[src/rtl/fetch_sequencer.sv]
// fetch_sequencer: Moore FSM sequencing instruction fetch, PC update and
// execute handoff for the 8-bit CPU. Holds the instruction register and
// drives PC enable/inc plus the memory read strobe.
//
// Ports:
//   clk          rising-edge clock
//   reset        asynchronous active-low reset
//   run          sequence instructions (sampled at IDLE/EXEC-done/BRANCH)
//   mem_ready    instr_in valid this cycle
//   instr_in     instruction word from memory
//   exec_done    execute datapath finished current instruction
//   branch_taken qualifies exec_done; 1 = PC loads external target
//   mem_read     read request at current PC (FETCH)
//   pc_enable    PC enable (INCR, BRANCH)
//   pc_inc       PC increment (1) / load (0)
//   ir           instruction register
//   exec_valid   ir valid, execute in progress
//   halted       FSM in HALT
//   instr_count  retired-instruction count
//
// Build option: define FETCH_SEQ_RETIRE_COUNT_EN to enable the saturating
// retire counter; otherwise instr_count is tied to zero.
module fetch_sequencer #(
  parameter int unsigned             DATA_WIDTH  = 8,
  parameter logic [DATA_WIDTH-1:0]   HALT_OPCODE = 8'hFF
) (
  input  logic                  clk,
  input  logic                  reset,
  input  logic                  run,
  input  logic                  mem_ready,
  input  logic [DATA_WIDTH-1:0] instr_in,
  input  logic                  exec_done,
  input  logic                  branch_taken,
  output logic                  mem_read,
  output logic                  pc_enable,
  output logic                  pc_inc,
  output logic [DATA_WIDTH-1:0] ir,
  output logic                  exec_valid,
  output logic                  halted,
  output logic [15:0]           instr_count
);

  typedef enum logic [2:0] {
    IDLE   = 3'd0,
    FETCH  = 3'd1,
    INCR   = 3'd2,
    EXEC   = 3'd3,
    BRANCH = 3'd4,
    HALT   = 3'd5
  } state_e;

  state_e                state_q, state_d;
  logic [DATA_WIDTH-1:0] ir_q, ir_d;

  always_ff @(posedge clk or negedge reset) begin
    if (!reset) begin
      state_q <= IDLE;
      ir_q    <= '0;
    end else begin
      state_q <= state_d;
      ir_q    <= ir_d;
    end
  end

  // Next-state and IR load.
  always_comb begin
    state_d = state_q;
    ir_d    = ir_q;
    case (state_q)
      IDLE:   if (run) state_d = FETCH;
      FETCH: begin
        if (mem_ready) begin
          ir_d    = instr_in;
          state_d = INCR;
        end
      end
      INCR:   state_d = (ir_q == HALT_OPCODE) ? HALT : EXEC;
      EXEC: begin
        if (exec_done) begin
          if (branch_taken) state_d = BRANCH;
          else if (run)     state_d = FETCH;
          else              state_d = IDLE;
        end
      end
      BRANCH: state_d = run ? FETCH : IDLE;
      HALT:   state_d = HALT;
      default: state_d = IDLE;
    endcase
  end

  // Moore output decode: state register only.
  always_comb begin
    mem_read   = 1'b0;
    pc_enable  = 1'b0;
    pc_inc     = 1'b0;
    exec_valid = 1'b0;
    halted     = 1'b0;
    case (state_q)
      FETCH:  mem_read = 1'b1;
      INCR: begin
        pc_enable = 1'b1;
        pc_inc    = 1'b1;
      end
      EXEC:   exec_valid = 1'b1;
      BRANCH: pc_enable  = 1'b1;
      HALT:   halted     = 1'b1;
      default: ;
    endcase
  end

  assign ir = ir_q;

`ifdef FETCH_SEQ_RETIRE_COUNT_EN
  logic        retire;
  logic [15:0] cnt_q, cnt_d;

  // A HALT opcode retires in INCR since it never reaches EXEC.
  assign retire = ((state_q == EXEC) && exec_done) ||
                  ((state_q == INCR) && (ir_q == HALT_OPCODE));

  always_comb begin
    cnt_d = cnt_q;
    if (retire && (cnt_q != 16'hFFFF)) cnt_d = cnt_q + 16'd1;
  end

  always_ff @(posedge clk or negedge reset) begin
    if (!reset) cnt_q <= '0;
    else        cnt_q <= cnt_d;
  end

  assign instr_count = cnt_q;
`else
  assign instr_count = '0;
`endif

endmodule

[config.mk]
export PLATFORM = sky130hd
export DESIGN_NAME = fetch_sequencer
export DESIGN_NICKNAME = d
export VERILOG_FILES = /design/src/rtl/fetch_sequencer.sv
export SDC_FILE = /design/constraint.sdc
export NUM_CORES = 1
export LEC_CHECK = 0
export CAP_MARGIN = 5
export CORE_MARGIN = 2
export CORE_UTILIZATION = 39
export DETAILED_ROUTE_END_ITERATION = 7
export PLACE_DENSITY = 0.8
export RECOVER_POWER = 50
export REMOVE_ABC_BUFFERS = 1
export SETUP_SLACK_MARGIN = 0.15
export SLEW_MARGIN = 20
export SYNTH_ARGS = -nofsm -noshare
export SYNTH_HDL_FRONTEND = slang
export SYNTH_SLANG_ARGS = --single-unit
[constraint.sdc]
create_clock -name clk -period 3.55 [get_ports clk]
set_input_delay 0.355 -clock clk [delete_from_list [all_inputs] [get_ports clk]]
set_output_delay 0.355 -clock clk [all_outputs]
set_load 0.1 [all_outputs]
==> metrics.txt <==
share of post-route cells with drive strength above 1 under 10%; Setup Viol. Count Final 0; Synth top area share 38.9%; Post-synth top cells buf_4 (17), dfrtp_1 (11), mux2_1 (8); CTS Buf Count 3; clk_skew 0.00199 ns; vias in the first global route between 400 and 500; total grt overflow 0; Via density 4.42; Worst EP required around 3.2 ns; setup bufs post-CTS 0; final instance area approximately 930 sq um; Mean Syn Cell Area roughly 10 sq um; area leader, netlist dfrtp_1; Final Max Slew Viols 0; period utilisation layout between 70% and 80%; Die Width 46.6 um; clock slew at reported path FFs 0.07 ns; GR Layer Usage met2 17.8%; Clock Tree Buf Depth 2; YS warnings 0; Worst R2R Setup Slack between 1.5 and 2 ns; Worst Tran Pin Value 0.974 ns; CTS tree yes; final wirelength ~1200 um; crit-path max FO 13; placed inst area a little over 900 sq um; ys flop type dfrtp_1; H-tree depth 1; largest net degree at the start of global routing 15; GR Util met3 around 2.0%; drt first pass iters 4; number of max-cap violations 0; FMAX about 380 MHz; asr flop ratio synth 100%; Crit path arrival time ~2.3 ns; initial antenna violation count 0; num ports between 40 and 50; Slew HR 34.9%; core area approximately 0.0017 sq mm; Final Wtd Congestion approximately 0.75; CTS Sinks 11; met1 usage 18.1%; final net count 108; num rows 15; status completed; Synth Instances around 70; RSZ-0062 raised after global routing false; count leader, synth buf_4; Avg WL per Cell around 10 um; fin cells about 120; Setup WS pre-CTS approximately 1.2 ns; final hold violation count 0; global route hottest layer met1; GRT Total Usage between 10% and 20%; sequential share of the synthesized area approximately 40%; worst skew pair latency roughly 0.26 ns; initial DRC count 5; Area Overhead vs Synth 31.4%; Syn Std Cell Area 708 sq um; Final ANT Viol Nets 0; min Tclk post-route 2.61 ns; post-cts resize count 0; Yosys reg bits 11; placed cell count around 110; DIE HEIGHT ~47 um; leading post-synthesis cells by cell area dfrtp_1 (39%), buf_4 (18%), mux2_1 (13%); DRC 0; Die ar. roughly 0.0022 sq mm; Cell variety after synth 26; ANT cells 0; WS Path Type flop to primary output; hold_buf cts 0; FILL cells approximately 150; Critical Path End Type primary output; post-DP HPWL 1000 um; worst hold path class primary input to asynchronous set/reset pin; first-pass GRT wire length 1900 um; Starting Density 41.5%; Root Driver clkbuf_4; vias roughly 520; Post-synth EDFFs 0; Setup crit start kind flop; Port Buffer Count 26; post-route setup slack roughly 0.94 ns
metrics by stage:
| step | utilization (%) | setup TNS (ns) | hold WS [ns] |
|---|---|---|---|
| global route | 54.5 | 0 | 0.513 |
| CTS | 54.9 | 0 | 0.414 |
| finish | 54.5 | 0 | 0.482 |
| detailed placement | 53.3 | 0 | 0.504 |
| global placement | 53.3 | 0 | 0.500 |
| floorplan | - | -1.52 | 0.0594 |
critical path, cell delays in order (launching register included):
cell and delay [ns]:
dfrtp_1 0.54, nor2b_1 0.20, and2_1 0.13, clkdlybuf4s50_1 1.12
flip-flops by register name (all words and copies together), names as in the netlist:
signal	count
ir	8
state_q	3
layer usage:
layer	share of wire, %	up-vias
met2	46	25
met1	48	236
met5	0	-
met3	6.9	0
met4	0	0
li1	-	260
cells in the final DEF (no fill, tap or decap), types with 2 or more instances in the layout:
master / netlist / routed
nand4_1: 2 / 2
clkbuf_4: 0 / 3
and3b_1: 2 / 2
mux2_1: 8 / 8
conb_1: 1 / 16
nor2b_1: 3 / 3
o21ai_0: 2 / 2
clkdlybuf4s50_1: 0 / 23
buf_4: 17 / 2
a221oi_1: 2 / 3
nand2b_1: 2 / 2
dfrtp_1: 11 / 11
worst paths after layout:
path                                        start  cells after the start                 to
max reg2reg                state_q[0]$_DFFE_PN0P_                      3  ir[4]$_DFFE_PN0P_
min reg2reg                     ir[6]$_DFFE_PN0P_                      1  ir[6]$_DFFE_PN0P_
max in group asynchronous                   reset                      1  ir[4]$_DFFE_PN0P_
max                        state_q[2]$_DFFE_PN0P_                      3             halted
min                                         reset                      1  ir[3]$_DFFE_PN0P_
min in group clk                ir[6]$_DFFE_PN0P_                      1  ir[6]$_DFFE_PN0P_
logic make-up after synthesis:
kind of cell,after synthesis,synth area share (%)
buffers and inverters,21,20.3
and+or+nand+nor,18,17.1
DFF,11,38.9
AOI/OAI and AO/OA,9,10.4
muxes,8,12.7
other,1,0.530
final cells by class:
cell class	instances	area [sq um]	share of cell area, %
clock inverter	1	5.00	0.538
clock buffer	3	22.5	2.42
inverter	1	3.75	0.403
tap	25	31.3	3.36
sequential	11	275	29.6
multi-input combinational	51	338	36.3
timing repair buffer	26	255	27.4
Power is not shown: default switching activity piles up to over one toggle a cycle in this logic, so the estimate is an artifact.
